File: src/rtl/maze_pkg.sv
// Shared types for the maze design: ROM geometry, arbiter states and
// the tags that route ROM read data back to its requester.
package maze_pkg;

    localparam int ROM_ADDR_W = 11;
    localparam int ROM_DATA_W = 16;

    typedef enum logic [0:0] {
        ARB_VID_PRI,
        ARB_CTL_FORCE
    } arb_state_t;

    typedef enum logic [1:0] {
        TAG_NONE,
        TAG_VID,
        TAG_CTL
    } rom_tag_t;

endpackage

File: src/rtl/rom_tag_pipe.sv
// Shift register of requester tags, aligned with the ROM read latency
// so each returning word can be steered to the port that asked for it.
module rom_tag_pipe
    import maze_pkg::*;
#(
    parameter int DEPTH = 2
) (
    input  logic     clk,
    input  logic     rst,
    input  rom_tag_t i_tag,
    output rom_tag_t o_tag
);

    rom_tag_t tag_q [DEPTH];
    rom_tag_t tag_d [DEPTH];

    always_comb begin
        tag_d[0] = i_tag;
        for (int i = 1; i < DEPTH; i++) begin
            tag_d[i] = tag_q[i-1];
        end
    end

    always_ff @(posedge clk) begin
        if (rst) begin
            for (int i = 0; i < DEPTH; i++) begin
                tag_q[i] <= TAG_NONE;
            end
        end else begin
            tag_q <= tag_d;
        end
    end

    assign o_tag = tag_q[DEPTH-1];

endmodule

File: src/rtl/maze_rom_arbiter.sv
// Shares the maze ROM between the video renderer (priority) and the game
// controller, with a starvation guard that forces a controller access.
module maze_rom_arbiter
    import maze_pkg::*;
#(
    parameter int ADDR_W       = ROM_ADDR_W,
    parameter int DATA_W       = ROM_DATA_W,
    parameter int ROM_LAT      = 1,
    parameter int STARVE_LIMIT = 8
) (
    input  logic              clk,
    input  logic              rst,
    input  logic              i_vid_req,
    input  logic [ADDR_W-1:0] i_vid_addr,
    output logic              o_vid_gnt,
    output logic              o_vid_rvalid,
    output logic [DATA_W-1:0] o_vid_rdata,
    input  logic              i_ctl_req,
    input  logic [ADDR_W-1:0] i_ctl_addr,
    output logic              o_ctl_gnt,
    output logic              o_ctl_rvalid,
    output logic [DATA_W-1:0] o_ctl_rdata,
    output logic              o_rom_en,
    output logic [ADDR_W-1:0] o_rom_addr,
    input  logic [DATA_W-1:0] i_rom_data,
    output logic [7:0]        o_starve_cnt
);

    localparam int WAIT_W = $clog2(STARVE_LIMIT);
    localparam logic [WAIT_W-1:0] WAIT_MAX = WAIT_W'(STARVE_LIMIT - 1);

    arb_state_t        state_q, state_d;
    logic [WAIT_W-1:0] wait_q, wait_d;
    logic [7:0]        starve_q, starve_d;
    logic              rom_en_q, rom_en_d;
    logic [ADDR_W-1:0] rom_addr_q, rom_addr_d;
    logic              vid_rvalid_q, vid_rvalid_d;
    logic [DATA_W-1:0] vid_rdata_q, vid_rdata_d;
    logic              ctl_rvalid_q, ctl_rvalid_d;
    logic [DATA_W-1:0] ctl_rdata_q, ctl_rdata_d;
    logic              vid_gnt, ctl_gnt;
    rom_tag_t          gnt_tag, ret_tag;

    always_comb begin
        vid_gnt  = 1'b0;
        ctl_gnt  = 1'b0;
        state_d  = state_q;
        wait_d   = wait_q;
        starve_d = starve_q;
        if (!rst) begin
            unique case (state_q)
                ARB_VID_PRI: begin
                    vid_gnt = i_vid_req;
                    ctl_gnt = i_ctl_req && !i_vid_req;
                    if (i_ctl_req && !ctl_gnt) begin
                        if (wait_q == WAIT_MAX) begin
                            state_d = ARB_CTL_FORCE;
                            wait_d  = '0;
                        end else begin
                            wait_d = wait_q + 1'b1;
                        end
                    end else begin
                        wait_d = '0;
                    end
                end
                ARB_CTL_FORCE: begin
                    // A dropped ctl request here is a protocol slip: no grant.
                    ctl_gnt = i_ctl_req;
                    if (i_ctl_req && starve_q != 8'hFF) begin
                        starve_d = starve_q + 8'd1;
                    end
                    state_d = ARB_VID_PRI;
                    wait_d  = '0;
                end
                default: state_d = ARB_VID_PRI;
            endcase
        end
    end

    always_comb begin
        gnt_tag = TAG_NONE;
        if (vid_gnt) begin
            gnt_tag = TAG_VID;
        end else if (ctl_gnt) begin
            gnt_tag = TAG_CTL;
        end
        rom_en_d   = vid_gnt || ctl_gnt;
        rom_addr_d = rom_addr_q;
        if (vid_gnt) begin
            rom_addr_d = i_vid_addr;
        end else if (ctl_gnt) begin
            rom_addr_d = i_ctl_addr;
        end
        vid_rvalid_d = (ret_tag == TAG_VID);
        ctl_rvalid_d = (ret_tag == TAG_CTL);
        vid_rdata_d  = vid_rvalid_d ? i_rom_data : vid_rdata_q;
        ctl_rdata_d  = ctl_rvalid_d ? i_rom_data : ctl_rdata_q;
    end

    rom_tag_pipe #(
        .DEPTH (1 + ROM_LAT)
    ) u_tag_pipe (
        .clk   (clk),
        .rst   (rst),
        .i_tag (gnt_tag),
        .o_tag (ret_tag)
    );

    always_ff @(posedge clk) begin
        if (rst) begin
            state_q      <= ARB_VID_PRI;
            wait_q       <= '0;
            starve_q     <= '0;
            rom_en_q     <= 1'b0;
            rom_addr_q   <= '0;
            vid_rvalid_q <= 1'b0;
            vid_rdata_q  <= '0;
            ctl_rvalid_q <= 1'b0;
            ctl_rdata_q  <= '0;
        end else begin
            state_q      <= state_d;
            wait_q       <= wait_d;
            starve_q     <= starve_d;
            rom_en_q     <= rom_en_d;
            rom_addr_q   <= rom_addr_d;
            vid_rvalid_q <= vid_rvalid_d;
            vid_rdata_q  <= vid_rdata_d;
            ctl_rvalid_q <= ctl_rvalid_d;
            ctl_rdata_q  <= ctl_rdata_d;
        end
    end

    assign o_vid_gnt    = vid_gnt;
    assign o_ctl_gnt    = ctl_gnt;
    assign o_rom_en     = rom_en_q;
    assign o_rom_addr   = rom_addr_q;
    assign o_vid_rvalid = vid_rvalid_q;
    assign o_vid_rdata  = vid_rdata_q;
    assign o_ctl_rvalid = ctl_rvalid_q;
    assign o_ctl_rdata  = ctl_rdata_q;
    assign o_starve_cnt = starve_q;

endmodule

File: config.mk
export PLATFORM = sky130hd
export DESIGN_NAME = maze_rom_arbiter
export DESIGN_NICKNAME = d
export VERILOG_FILES = /design/src/rtl/maze_pkg.sv /design/src/rtl/rom_tag_pipe.sv /design/src/rtl/maze_rom_arbiter.sv
export SDC_FILE = /design/constraint.sdc
export NUM_CORES = 1
export LEC_CHECK = 0
export CELL_PAD_IN_SITES_DETAIL_PLACEMENT = 0
export CELL_PAD_IN_SITES_GLOBAL_PLACEMENT = 1
export CORE_MARGIN = 5
export CORE_UTILIZATION = 27
export DETAILED_ROUTE_END_ITERATION = 10
export PLACE_DENSITY_LB_ADDON = 0.1
export SYNTH_ARGS = -nofsm -noshare
export SYNTH_HDL_FRONTEND = slang
export SYNTH_SLANG_ARGS = --single-unit
File: constraint.sdc
create_clock -name clk -period 1.5 [get_ports clk]
set_input_delay 0.225 -clock clk [delete_from_list [all_inputs] [get_ports clk]]
set_output_delay 0.225 -clock clk [all_outputs]
set_load 0.1 [all_outputs]
Word level (Yosys, flattened, before mapping)
Cells that the tools add are included.
{"block": "op_classes", "n_addsub": 2, "n_eq_ne": 4, "n_mux": 14, "bitwise": 1, "reduce_logical": 9}
{"op": "$mux W11", "n": 2}
{"op": "$add A8 B1 Y8 const B", "n": 1}
{"op": "$ne A8 B8 Y1 const B", "n": 1}
{"op": "$mux W1", "n": 6}
{"op": "$mux W3", "n": 2}
{"op": "$pmux W3 S2", "n": 1}
{"op": "$pmux W1 S2", "n": 2}
{"op": "$add A3 B1 Y3 const B", "n": 1}
{"op": "$eq A3 B3 Y1 const B", "n": 1}
{"op": "$logic_and A1 B1 Y1", "n": 3}
{"op": "$eq A2 B1 Y1 const B", "n": 1}
{"op": "$eq A2 B2 Y1 const B", "n": 1}
{"op": "$logic_not A1 Y1", "n": 2}
{"op": "$mux W2", "n": 1}
{"op": "$reduce_and A2 Y1", "n": 1}
{"op": "$reduce_bool A2 Y1", "n": 1}
{"op": "$reduce_or A2 Y1", "n": 1}
{"op": "$logic_or A1 B1 Y1", "n": 1}
{"op": "$not A1 Y1", "n": 1}
{"block": "totals", "reg_bits": 62, "inputBits": 42, "output_inout_bits": 56, "elab_cells": 42}

Depth between registers and ports, before layout
Gate-level depths: netlist of run 1.
{"block": "depth", "ltp_word": 6, "ltp_mapped": 6, "ltp_nobuf": 4}

Hierarchy
From an unflattened synthesis of run 1, not the netlist that was laid out.
{"block": "hier_totals", "hier_cells": 268, "area_unflattened_um2": 2321.0}
{"module": "maze_rom_arbiter", "n_inst": 1, "cells_per_inst": 260, "area_each_um2": 2215.9, "seq_area_each_um2": 1161.1}
{"module": "rom_tag_pipe", "n_inst": 1, "cells_per_inst": 8, "area_each_um2": 105.1, "seq_area_each_um2": 80.1}

Worst setup path before layout of run 1
Ideal clock, no wire load.
{"block": "synth_timing", "kind": "reg-to-reg", "start": "register starve_q[0], in the netlist o_starve_cnt[0]", "end": "register starve_q[6], in the netlist o_starve_cnt[6]", "setup_ns": 0.070, "t_arrival_ns": 2.024, "t_required_ns": 1.430, "slack_ns": -0.594, "path_stages_with_launch": 5, "period_less_slack_ns": 2.094, "path_cell_list": "dfxtp_1 -> ha_1 -> nand2_1 -> or4_1 -> a21oi_1"}
{"block": "synth_between", "elab_chain_len": 3}
{"element": "start, declared", "line": "maze_rom_arbiter.sv:34", "rtl": "logic [7:0] starve_q, starve_d;"}
{"element": "start signal, assigned", "line": "maze_rom_arbiter.sv:123", "rtl": "starve_q <= starve_d;"}
{"element": "branches (longest 3 deep; another with $add A8 B1 Y8)"}
Parallel ways; which one is timed is not known.
A chain may end at the register's enable or synchronous reset.

Worst setup path after layout of run 1
{"block": "layout_timing", "start": "register starve_q[0], in the netlist o_starve_cnt[0]", "end": "register starve_q[5], in the netlist o_starve_cnt[5]"}
Same word-level chain as after synthesis.

==> metrics.txt, run 1 <==
RSZ-0062 raised after global routing=yes; top cell family by delay on the critical path=simple AND/OR/NAND/NOR gates; final instance area=4372 sq um; async set-reset flop share out of synthesis=0%; Achievable Freq=between 600 and 700 MHz; Core Region=~8300 sq um; routed len/inst=~13 um; drt total wl=between 6000 and 7000 um; max_cap viols=0; Placer Congestion=about 0.74; r2r worst-path depth=4; setup TNS after final layout=0 ns; antenna cells=0; RR Startpoint=o_starve_cnt[0]$_SDFFE_PP0P_; first-pass GRT wire length=10510 um; maximum single-stage delay on the critical path=approximately 0.46 ns; GRT overflow=0; placed inst area=approximately 4000 sq um; Yosys top cell area share=between 50% and 60%; post-layout min period=1.472 ns; CP cell instances=ha_4, a41o_4, or4_1, a21oi_1; Area Growth Syn to Fin=88.86%; CTS Sinks=62; antenna violations before repair=0; crit path max-delay cell type=or4_1; fillers=around 760; Critical Path AT=1.73 ns; Setup crit end=o_starve_cnt[5]$_SDFFE_PP0P_; cell taking the most area after synthesis=dfxtp_1; CTS Root Cell=clkbuf_8; Distinct cells, synth=27; sequential area share after synthesis=53.62%; Seq cells post-synth=just over 60; clock skew=0.006895 ns; Vias=2201; Synth top cells by count=nand2_1, dfxtp_1, a21oi_1; IO Pins=approximately 100; top sig layer=met4; synthesized cell area=approximately 2300 sq um; Die Ht=102.6 um; CTS tree=yes; hpwl dp=approximately 4900 um; Setup crit start=o_starve_cnt[0]$_SDFFE_PP0P_; flop2flop setup slack=0.03 ns; ys flop type=dfxtp_1; layout cell share with drive strength beyond 1=between 20 and 30%; Syn Area/Cell=roughly 8.6 sq um; vias per cell=between 4 and 5; Synthesized Nets=313; H-tree depth=3; met1 wire length=between 2000 and 3000 um; Static Leak=roughly 1.7 nW; DR WL met2=approximately 3300 um; most common cell in the synthesized netlist=nand2_1; starting DRC count in detailed routing=40; worst path required time=1.76 ns; synth warn=0; Slew @ Worst Pin=between 0.3 and 0.4 ns; CP startpoint kind=flop; # port buffers=97; Hold Path Class=primary input to flop; Post-synth EDFFs=0; clk_lat worst skew=between 0.3 and 0.4 ns; Die Area=10520 sq um; final-report setup violation count=0; met3 routed WL=approximately 570 um; GRT Total Usage=approximately 13%; Crit Path Class=flop to flop; DRT antenna net count=0; Worst VDD drop=0.0005290 V; vias in the first global route=around 2200; CTS Buf Count=9; Rows=33; pin count of the biggest net entering global routing=30; Final period util=98.15%; outcome=completed; Die X=slightly above 100 um; DRC=0; Clock Tree Buf Depth=2; Initial Util=around 28%; hold-fix buffers at CTS=0; WP depth=4; Final Hold Viols=0; CTS clk-pin slew, worst paths=0.07 ns; CP max FO=6; CP endpoint kind=flop; nets=427; slew margin rel.=approximately four fifths; Area contributors post-synth=dfxtp_1, nand2_1, a21oi_1; max-slew violation count=0; drt first pass iters=4; RR Endpoint=o_starve_cnt[5]$_SDFFE_PP0P_; Synth Instances=~270; Pwr Density=slightly below 1000 nW/um^2; Buf+Inv Stages, Crit Path=0
-- placed cells by master (no fill, tap or decap), types with 6 or more instances in the layout --
cell	count
dfxtp_1	53
buf_12	56
mux2i_1	12
a211oi_1	11
a21oi_1	38
clkbuf_8	9
clkdlybuf4s50_1	40
dfxtp_4	6
nor2_1	16
nand2_1	68
buf_4	23
-- sequential cells by signal, indices dropped and copies added, names as in the netlist --
signal,flops
wait_q,3
o_starve_cnt,8
u_tag_pipe.o_tag,2
o_rom_addr,11
o_ctl_rvalid,1
o_rom_en,1
state_q,1
o_vid_rdata,16
o_vid_rvalid,1
u_tag_pipe.tag_d,2
o_ctl_rdata,16
-- worst register-to-register path: stages (launching register included) --
cell and delay, ns:
dfxtp_4 0.36, ha_4 0.16, a41o_4 0.30, or4_1 0.46, a21oi_1 0.12
-- per-stage QoR --
step,power [mW],util (%),instances,setup WS (ns),hold slack [ns]
2_1_floorplan,2.263,-,268,-0.07936,0.3610
3_3_place_gp,2.666,49.40,474,-0.2391,0.4194
3_5_place_dp,2.669,49.40,474,-0.2502,0.4204
4_1_cts,4.291,52.31,492,-0.02406,0.3342
5_1_grt,4.396,52.68,492,-0.01995,0.3992
6_report,4.212,52.68,492,0.02768,0.4023
-- worst min path at each step --
stage                              startpoint                              to  slack [ns]  cells after the start
2_1_floorplan                  i_rom_data[10]    o_ctl_rdata[10]$_SDFFE_PP0P_        0.36                      2
3_3_place_gp             wait_q[0]$_SDFF_PP0_            wait_q[0]$_SDFF_PP0_        0.42                      1
3_5_place_dp   u_tag_pipe.tag_d[0]$_SDFF_PP0_  u_tag_pipe.o_tag[0]$_SDFF_PP0_        0.42                      1
4_1_cts                                   rst              state_q$_SDFF_PP0_        0.33                      4
5_1_grt                                   rst    o_starve_cnt[0]$_SDFFE_PP0P_        0.40                      3
6_report                                  rst  u_tag_pipe.o_tag[1]$_SDFF_PP0_        0.40                      3
-- power by group --
part	switching, mW	internal [mW]
logic	0.527	0.358
registers	0.0540	1.69
clock network	0.649	0.933
total	1.23	2.98
-- kinds of logic after synthesis --
kind of cell	share of synthesized area, %
xor gates and xnor gates	0.3784
AOI/OAI and AO/OA	13.73
buffers and inverters	4.648
adders and majority gates	1.622
DFF	53.62
and+or+nand+nor	20.81
muxes	5.189
-- repair_timing --
action                     4_1_cts  5_1_grt
pin swaps                        1        3
setup buffers                    2        0
resized for setup                4        6
setup endpoints to repair        5        5
cloned                           0        0
-- final cells by class --
class                           count  area, sq um  area share (%)
Tap cell                          105        131.4           3.005
Timing Repair Buffer              122         1722           39.38
Multi-Input combinational cell    183         1018           23.30
Sequential cell                    62         1267           28.99
Inverter                            4        18.77          0.4293
Clock inverter                      6        86.33           1.975
Clock buffer                       10        127.6           2.919
-- routing by layer --
metal	track usage [%]	vias up
met1	14.88	1004
met3	6.360	4
li1	-	1129
met2	20.85	64
met5	0	-
met4	3.633	0
(Power assumes the default switching activity.)
==> run 2, diff against run 1 <==
PLACE_DENSITY = 0.73   (was unset)
PLACE_DENSITY_LB_ADDON = unset   (was 0.1)
SETUP_SLACK_MARGIN = 0.05   (was unset)
==> run 2 against run 1 <==
Compared with the run above: worst hold slack lost 0.022 ns; via count up 0.64%; critical path type unchanged; worst setup slack got worse by 0.0039 ns.
==> metrics.txt, run 2 (synthesis gave the netlist of run 1 again) <==
vias per cell=4.511; Die Area=~11000 sq um; top cell family by delay on the critical path=simple AND/OR/NAND/NOR gates; H-tree depth=3; Final period util=between 90% and 100%; flop2flop setup slack=roughly 0.024 ns; CTS clk-pin slew, worst paths=approximately 0.060 ns; Placer Congestion=0.7281; Clock Tree Buf Depth=2; routed len/inst=between 10 and 15 um; Core Region=approximately 8300 sq um; setup TNS after final layout=0 ns; Reg area=1267 sq um; RR Endpoint=o_starve_cnt[5]$_SDFFE_PP0P_; pin count of the biggest net entering global routing=35; IO Pins=98; Vias=2215; max_cap viols=0; Static Leak=about 1.7 nW; Buf+Inv Stages, Crit Path=0; commonest non-fill, non-tap cell in the layout=nand2_1; RR Startpoint=o_starve_cnt[0]$_SDFFE_PP0P_; final-report setup violation count=0; drt first pass iters=4; PnR Total Power=just under 4 mW; DP Cell Count=474; DRC=0; DP Worst Slack=-0.2600 ns; Worst Hold Path EP=state_q$_SDFF_PP0_; GRT overflow=0; CP startpoint kind=flop; Achievable Freq=677.4 MHz; Slew @ Worst Pin=around 0.37 ns; Pwr Density=about 900 nW/um^2; crit path max-delay cell type=or4_4; antenna cells=0; DRT antenna net count=0; max-slew violation count=0; Critical Path AT=1.72 ns; Area Growth Syn to Fin=86.22%; CP max FO=6; post-layout min period=approximately 1.5 ns; CTS Buf Count=9; worst min-delay path startpoint=i_vid_req; Final Hold Viols=0; clk_lat worst skew=0.31 ns; CP endpoint kind=flop; Hold Path Class=primary input to flop; nets=about 430; Crit Path Class=flop to flop; # port buffers=97; Worst VDD drop=slightly below 0.0005 V; RSZ-0062 raised after global routing=yes; antenna violations before repair=0; post-route insts no fill=between 400 and 500; GRT Total Usage=12.63%; CP cell instances=ha_4, a41o_4, or4_4, a21oi_2; WP depth=4; most frequent cells in the layout=nand2_1, buf_12, dfxtp_1; Die X=about 100 um; CTS Root Cell=clkbuf_8; r2r worst-path depth=4; area of the multi-input gates=~1000 sq um; final core utilization=approximately half; final instance area=about 4300 sq um; Rows=33; vias in the first global route=around 2200; CTS tree=yes; setup ws final=0.02376 ns; worst path required time=approximately 1.7 ns; Hold Slack=around 0.38 ns; outcome=completed; CTS Sinks=62; Die Ht=102.6 um; WHS Path Cells=3; clock skew=0.004439 ns; first-pass GRT wire length=between 10000 and 15000 um; slew margin rel.=approximately 76%; Initial Util=27.89%; drt total wl=6541 um; maximum single-stage delay on the critical path=around 0.48 ns; placed inst area=4096 sq um; hpwl dp=4913 um; layout cell share with drive strength beyond 1=29.02%; fillers=766; starting DRC count in detailed routing=43
==> run 2: tightest hold or removal path, cell delays in order <==
cell	delay [ns]
dlygate4sd2_1	0.25
nand2b_1	0.12
nor3_1	0.06
==> run 2: power by group <==
group	total, mW	internal [mW]	switching [mW]	leakage [nW]
sequential	1.75	1.69	0.0544	0.512
clock	1.27	0.682	0.591	0.0865
combinational	0.884	0.356	0.528	1.06
total	3.90	2.73	1.17	1.66
==> run 2: worst max path at each step <==
stage	startpoint	slack, ns	end
finish	o_starve_cnt[0]$_SDFFE_PP0P_	0.02	o_starve_cnt[5]$_SDFFE_PP0P_
global route	o_starve_cnt[0]$_SDFFE_PP0P_	-0.02	o_starve_cnt[5]$_SDFFE_PP0P_
CTS	o_starve_cnt[0]$_SDFFE_PP0P_	0.009	o_starve_cnt[5]$_SDFFE_PP0P_
detailed placement	i_ctl_req	-0.26	o_starve_cnt[5]$_SDFFE_PP0P_
global placement	i_ctl_req	-0.22	o_starve_cnt[5]$_SDFFE_PP0P_
floorplan	o_starve_cnt[6]$_SDFFE_PP0P_	-0.08	o_starve_cnt[5]$_SDFFE_PP0P_
==> run 2: final cells by class <==
| type | instances | area share, % |
|---|---|---|
| clock inverter | 1 | 0.1161 |
| multi-input combinational | 183 | 23.31 |
| clock buffer | 14 | 3.774 |
| tap | 105 | 3.048 |
| inverter | 4 | 0.4354 |
| sequential | 62 | 29.41 |
| timing repair buffer | 122 | 39.91 |
==> run 2: routing by layer <==
layer | GRT usage (%) | routed length, um
met5 | 0 | 0
met4 | 3.330 | 8
met3 | 5.413 | 656
met2 | 19.66 | 2882
met1 | 16.08 | 2994
==> run 2: what timing repair did <==
item,4_1_cts,5_1_grt
pin swaps,1,0
hold buffers,0,0
resized for setup,7,2
setup buffers,2,0
endpoints found under the setup margin,7,7
